===== src/rtl/uart_pkg.sv =====
// Shared UART types and constants for the transmitter FSM and its 16x-oversampled tick counter.
// The parity state is present only when UART_TX_PARITY_EN is defined.
package uart_pkg;

  localparam int OVERSAMPLE = 16;
  localparam int S_CNT_W    = 5;

  typedef enum logic [2:0] {
    ST_IDLE,
    ST_START,
    ST_DATA,
`ifdef UART_TX_PARITY_EN
    ST_PARITY,
`endif
    ST_STOP
  } uart_tx_state_t;

endpackage


===== src/rtl/uart_tx.sv =====
// UART transmitter: start, DBIT data bits LSB first, optional parity (UART_TX_PARITY_EN), stop bits.
// tx goes low on the accepting edge; tx_start is ignored while busy (no queuing, no backpressure).
module uart_tx
  import uart_pkg::*;
#(
  parameter int DBIT       = 8,
  parameter int SB_TICK    = 16,
  parameter bit PARITY_ODD = 1'b0
) (
  input  logic       clk,
  input  logic       reset,
  input  logic       s_tick,
  input  logic       tx_start,
  input  logic [7:0] din,
  output logic       tx_done_tick,
  output logic       tx_busy,
  output logic       tx
);

  localparam logic [S_CNT_W-1:0] S_LAST    = S_CNT_W'(OVERSAMPLE - 1);
  localparam logic [S_CNT_W-1:0] STOP_LAST = S_CNT_W'(SB_TICK - 1);
  localparam logic [2:0]         N_LAST    = 3'(DBIT - 1);

  uart_tx_state_t     state_reg, state_next;
  logic [S_CNT_W-1:0] s_reg, s_next;
  logic [2:0]         n_reg, n_next;
  logic [7:0]         b_reg, b_next;
  logic               tx_reg, tx_next;
`ifdef UART_TX_PARITY_EN
  logic               p_reg, p_next;
`endif

  always_ff @(posedge clk or posedge reset) begin
    if (reset) begin
      state_reg <= ST_IDLE;
      s_reg     <= '0;
      n_reg     <= '0;
      b_reg     <= '0;
      tx_reg    <= 1'b1;
    end else begin
      state_reg <= state_next;
      s_reg     <= s_next;
      n_reg     <= n_next;
      b_reg     <= b_next;
      tx_reg    <= tx_next;
    end
  end

`ifdef UART_TX_PARITY_EN
  always_ff @(posedge clk or posedge reset) begin
    if (reset) p_reg <= 1'b0;
    else       p_reg <= p_next;
  end
`endif

  always_comb begin
    state_next   = state_reg;
    s_next       = s_reg;
    n_next       = n_reg;
    b_next       = b_reg;
    tx_done_tick = 1'b0;
`ifdef UART_TX_PARITY_EN
    p_next       = p_reg;
`endif
    case (state_reg)
      ST_IDLE: begin
        if (tx_start) begin
          state_next = ST_START;
          s_next     = '0;
          b_next     = din;
`ifdef UART_TX_PARITY_EN
          p_next     = 1'b0;
`endif
        end
      end
      ST_START: begin
        if (s_tick) begin
          if (s_reg == S_LAST) begin
            state_next = ST_DATA;
            s_next     = '0;
            n_next     = '0;
          end else begin
            s_next = s_reg + 1'b1;
          end
        end
      end
      ST_DATA: begin
        if (s_tick) begin
          if (s_reg == S_LAST) begin
            s_next = '0;
            b_next = b_reg >> 1;
`ifdef UART_TX_PARITY_EN
            p_next = p_reg ^ b_reg[0];
`endif
            if (n_reg == N_LAST) begin
`ifdef UART_TX_PARITY_EN
              state_next = ST_PARITY;
`else
              state_next = ST_STOP;
`endif
            end else begin
              n_next = n_reg + 1'b1;
            end
          end else begin
            s_next = s_reg + 1'b1;
          end
        end
      end
`ifdef UART_TX_PARITY_EN
      ST_PARITY: begin
        if (s_tick) begin
          if (s_reg == S_LAST) begin
            s_next     = '0;
            state_next = ST_STOP;
          end else begin
            s_next = s_reg + 1'b1;
          end
        end
      end
`endif
      ST_STOP: begin
        if (s_tick) begin
          if (s_reg == STOP_LAST) begin
            state_next   = ST_IDLE;
            tx_done_tick = 1'b1;
          end else begin
            s_next = s_reg + 1'b1;
          end
        end
      end
      default: state_next = ST_IDLE;
    endcase
  end

  // Line level follows the state being entered, so tx moves on the same edge as the bit boundary.
  always_comb begin
    tx_next = 1'b1;
    case (state_next)
      ST_START:  tx_next = 1'b0;
      ST_DATA:   tx_next = b_next[0];
`ifdef UART_TX_PARITY_EN
      ST_PARITY: tx_next = p_next ^ PARITY_ODD;
`endif
      default:   tx_next = 1'b1;
    endcase
  end

  assign tx_busy = (state_reg != ST_IDLE);
  assign tx      = tx_reg;

endmodule


===== config.mk =====
export PLATFORM = sky130hd
export DESIGN_NAME = uart_tx
export DESIGN_NICKNAME = d
export VERILOG_FILES = /design/src/rtl/uart_pkg.sv /design/src/rtl/uart_tx.sv
export SDC_FILE = /design/constraint.sdc
export NUM_CORES = 1
export LEC_CHECK = 0
export ABC_AREA = 1
export CAP_MARGIN = 20
export CORE_MARGIN = 5
export CORE_UTILIZATION = 54
export DETAILED_ROUTE_END_ITERATION = 16
export GPL_TIMING_DRIVEN = 1
export PLACE_DENSITY = 0.87
export REMOVE_ABC_BUFFERS = 1
export SLEW_MARGIN = 0
export SYNTH_ARGS = -nofsm -noshare
export SYNTH_HDL_FRONTEND = slang
export SYNTH_SLANG_ARGS = --single-unit

===== constraint.sdc =====
create_clock -name clk -period 1.8 [get_ports clk]
set_input_delay 0.36 -clock clk [delete_from_list [all_inputs] [get_ports clk]]
set_output_delay 0.36 -clock clk [all_outputs]
set_load 0.02 [all_outputs]

# ---- Word-level counts from Yosys, hierarchy flattened
# Cells that the tools add are included.
dict set report totals {
  ff_bits 20
  input_bits 12
  out_inout_bits 3
  word_cells 62
}
dict set report op_classes {
  add_sub_neg 2
  mux 29
  reduce_logical 9
  n_eq_ne 16
}
# operator n
set ops {}
lappend ops {{2-to-1 mux 3 bit} 13}
lappend ops {{2-to-1 mux 5 bit} 5}
lappend ops {{2-to-1 mux 8 bit} 3}
lappend ops {{!= test 2 bit, second input constant} 8}
lappend ops {{one-hot mux 8 bit (2 select lines)} 1}
lappend ops {{one-hot mux 5 bit (3 select lines)} 1}
lappend ops {{one-hot mux 3 bit (4 select lines)} 1}
lappend ops {{equality test 3 x 2 -> 1 bit, second input constant} 3}
lappend ops {{equality test 3 x 1 -> 1 bit, second input constant} 2}
lappend ops {{one-hot mux 3 bit (2 select lines)} 1}
lappend ops {{AND reduction 6 bit} 1}
lappend ops {{nonzero test 3 bit} 2}
lappend ops {{adder 5 x 1 -> 5 bit, second input constant} 1}
lappend ops {{equality test 5 x 4 -> 1 bit, second input constant} 1}
lappend ops {{AND reduction 5 bit} 1}
lappend ops {{AND reduction 4 bit} 1}
lappend ops {{nonzero test 2 bit} 2}
lappend ops {{adder 3 x 1 -> 3 bit, second input constant} 1}
lappend ops {{equality test 3 bit, second input constant} 1}
lappend ops {{logical NOT 3 bit} 1}
lappend ops {{2-to-1 mux 1 bit} 3}
lappend ops {{!= test 2 x 1 -> 1 bit, second input constant} 1}
lappend ops {{one-hot mux 1 bit (2 select lines)} 1}
lappend ops {{OR reduction 2 bit} 1}

# ---- Depth between registers and ports, before layout
dict set report logic_depth {
  word_depth 7
  depth_mapped 12
  mapped_depth_nobuf 12
}

# ---- Least setup slack after synthesis
# OpenSTA, ideal clock, no wires.
dict set report synth_timing {
  kind {register to output}
  from {register s_reg[0]}
  to {output port tx_done_tick}
  required_ns 1.440
  path_slack_ns 0.004
  arrival_time_ns 1.436
  path_stages_with_launch 7
  n_path_buf 0
  path_cell_list {dfrtp_1 > ha_1 > nand2_1 > nor2_1 > ha_1 > nand2_2 > nor2_1}
}
dict set report synth_via {
  elab_chain_len 4
}
# item line
set synth_lines {}
lappend synth_lines {{from (decl)} uart_tx.sv:25} ;# logic [S_CNT_W-1:0] s_reg, s_next;
lappend synth_lines {{from (signal assigned)} uart_tx.sv:42} ;# s_reg <= s_next;
lappend synth_lines {{equality test 5 x 4 -> 1 bit} uart_tx.sv:123} ;# if (s_reg == STOP_LAST) begin
lappend synth_lines {{2-to-1 mux 1 bit} uart_tx.sv:123}
lappend synth_lines {{2-to-1 mux 1 bit} uart_tx.sv:122} ;# if (s_tick) begin
lappend synth_lines {{2-to-1 mux 1 bit} uart_tx.sv:65} ;# case (state_reg)
lappend synth_lines {{to (decl)} uart_tx.sv:15} ;# output logic tx_done_tick,
# No other way between the ends.

# ---- Worst setup path after layout
# Ends and elaborated chain as after synthesis.

==> flow_summary.json <==
{
  "yosysWarningCount": 0,
  "drv_slew": 0,
  "syn_area_mm2": 0.00123,
  "power_frac_comb": 0.191,
  "grt.total_usage": 0.194,
  "cp-startpoint": "s_reg[0]",
  "drt_first_pass_iters": 5,
  "viasPerCell": 5.31,
  "reg2reg_to": "b_reg[3]",
  "netlist_instances": 153,
  "cts_sinks": 20,
  "drtAntennaViolNets": 0,
  "hold_buffers": 0,
  "cellLeakagePower_uw": 0.000847,
  "port_buffers": 14,
  "cp_max_fo": 2,
  "drc": 0,
  "drive_gt1_frac": 0.296,
  "power.share.clock": 0.276,
  "hpwlAfterDp_um": 2300,
  "cp.arrival_ps": 1500,
  "timing.rr.start": "s_reg[0]",
  "cp-end-kind": "output port",
  "timing.final.crit_share": 1.03,
  "placementRows": 17,
  "worst_setup_path_start_kind": "flop",
  "fin_area_mm2": 0.00162,
  "ctsLongestPathBuffers": 2,
  "status": "complete, but fails checks",
  "drv_cap": 0,
  "fmax_mhz": 539,
  "skew_ps": 11.4,
  "finalCriticalPeriod_ps": 1860,
  "place_ws_ps": -222,
  "cts-buffers-inserted": 3,
  "intPower_uw": 699,
  "wire_per_inst_um": 14.0,
  "die_area_mm2": 0.00334,
  "synth.distinct_cells": 23,
  "power.share.switching": 0.284,
  "final_cells": 214,
  "finalHoldViolCount": 0,
  "antenna_found_initial": 0,
  "synth-seq-area-share": 0.407,
  "fin_nets": 205,
  "syn_area_per_cell_um2": 8.06,
  "final_util": 0.740,
  "initial_core_util": 0.563,
  "setup_viol": 1,
  "hold_class": "in2async",
  "cts_tree": "yes",
  "dpl_cell_area_mm2": 0.00151,
  "root_buffer": "clkbuf_4",
  "grt_setup_unrepaired": "yes",
  "grt_pass1_wl_um": 5100,
  "ff2ff_path_depth": 10,
  "p_per_area_mw_per_mm2": 603,
  "die_h_um": 57.8,
  "grt_max_degree": 12,
  "setup.worst_path.end": "tx_done_tick",
  "layout_commonest_cell": "nand2_1",
  "core_mm2": 0.00219,
  "gp_congestion": 0.874,
  "layout_common_cells": "43 x nand2_1, 18 x dfrtp_1, 17 x buf_4",
  "vias": 1136,
  "setup_ws_ps": -56.4,
  "p_seq_frac": 0.533,
  "drtIter0Drc": 34,
  "wirelength_um": 2990,
  "violations": "setup timing",
  "synthToLayoutAreaGrowth_pct": 31.4,
  "synth-seq-cells": 20,
  "switching_power_uw": 278,
  "grt_pass1_vias": 1186,
  "num_antenna_cells": 0,
  "r2r_setup_slack_ps": 110,
  "num-fill-cells": 161,
  "grt.overflow.total": 0,
  "htree_num_levels": 1,
  "io_pins": 15,
  "cp.required_ps": 1440,
  "cts.clk_slew.worst_paths_ps": 120,
  "die_width_um": 57.8,
  "crit_type": "reg2out",
  "largest_register_ffs": 8,
  "clk_latency_ps": 310,
  "place_inst": 210,
  "ir_worst_vdd_uv": 574
}
[worst max-delay path, stage by stage (launching register included)]
cell and delay [ps]:
dfrtp_1 390, ha_2 190, nand2_2 60, nor2_4 140, ha_4 160, nand2_4 50
nor2_4 70, buf_6 120
[Yosys cell counts (all sizes together)]
cell type	count	area [µm²]
a21oi	4	20.0
nand4	3	18.8
inv	18	67.6
clkinv	1	5.00
xor2	1	8.76
nand3	17	108
dfstp	1	26.3
ha	6	75.1
o21ai	8	43.8
conb	1	3.75
a22oi	6	45.0
nand2	52	223
nor2	14	91.3
buf	2	22.5
dfrtp	19	475
[layer usage]
metal,up-vias,part of all wire,wire length [µm],track usage
met1,550,0.40,1210,0.217
met5,-,0,0,0
met3,4,0.029,86,0.0334
met4,0,0.011,34,0.0596
met2,21,0.56,1670,0.368
li1,561,-,-,-
[power groups by stage]
stage	registers, µW	logic (µW)	clock network, µW
2_1_floorplan	531	94.6	0
3_3_place_gp	525	173	0
3_5_place_dp	528	184	0
4_1_cts	520	183	275
5_1_grt	527	210	292
6_report	521	186	269
[how the worst min path moves through the flow]
stage             start        to  slack (ps)
4_1_cts           reset  s_reg[0]         270
3_3_place_gp   b_reg[7]  b_reg[7]         460
2_1_floorplan     reset  b_reg[0]         320
3_5_place_dp   b_reg[6]  b_reg[6]         470
5_1_grt           reset  s_reg[2]         270
6_report          reset  s_reg[0]         270
[layout make-up]
| class | count | area, µm² | share of cell area |
|---|---|---|---|
| inverter | 19 | 72.6 | 0.0448 |
| multi-input combinational | 112 | 704 | 0.434 |
| clock buffer | 4 | 36.3 | 0.0224 |
| sequential | 20 | 503 | 0.310 |
| tap | 28 | 35.0 | 0.0216 |
| timing repair buffer | 31 | 270 | 0.167 |
[stage by stage]
| stage | power (µW) | hold slack [ps] | TNS [ps] |
|---|---|---|---|
| floorplan | 625 | 323 | 0 |
| global placement | 698 | 457 | -185 |
| detailed placement | 712 | 468 | -222 |
| CTS | 978 | 270 | -83.4 |
| global route | 1030 | 273 | -170 |
| finish | 977 | 266 | -56.4 |
[cells by family after synthesis]
kind of cell | count (synthesis) | share of synthesized area
flops | 20 | 0.407
buf+inv | 21 | 0.0771
compound gates | 18 | 0.0882
simple gates | 86 | 0.357
xor+xnor | 1 | 0.00710
fa+ha+maj | 6 | 0.0609
other cells | 1 | 0.00304
[repair_timing]
item,4_1_cts,5_1_grt
setup buffers,0,0
resized for setup,10,16
pin swaps,0,6
endpoints found under the setup margin,10,10
No activity file was read; power rests on OpenSTA's default activity.
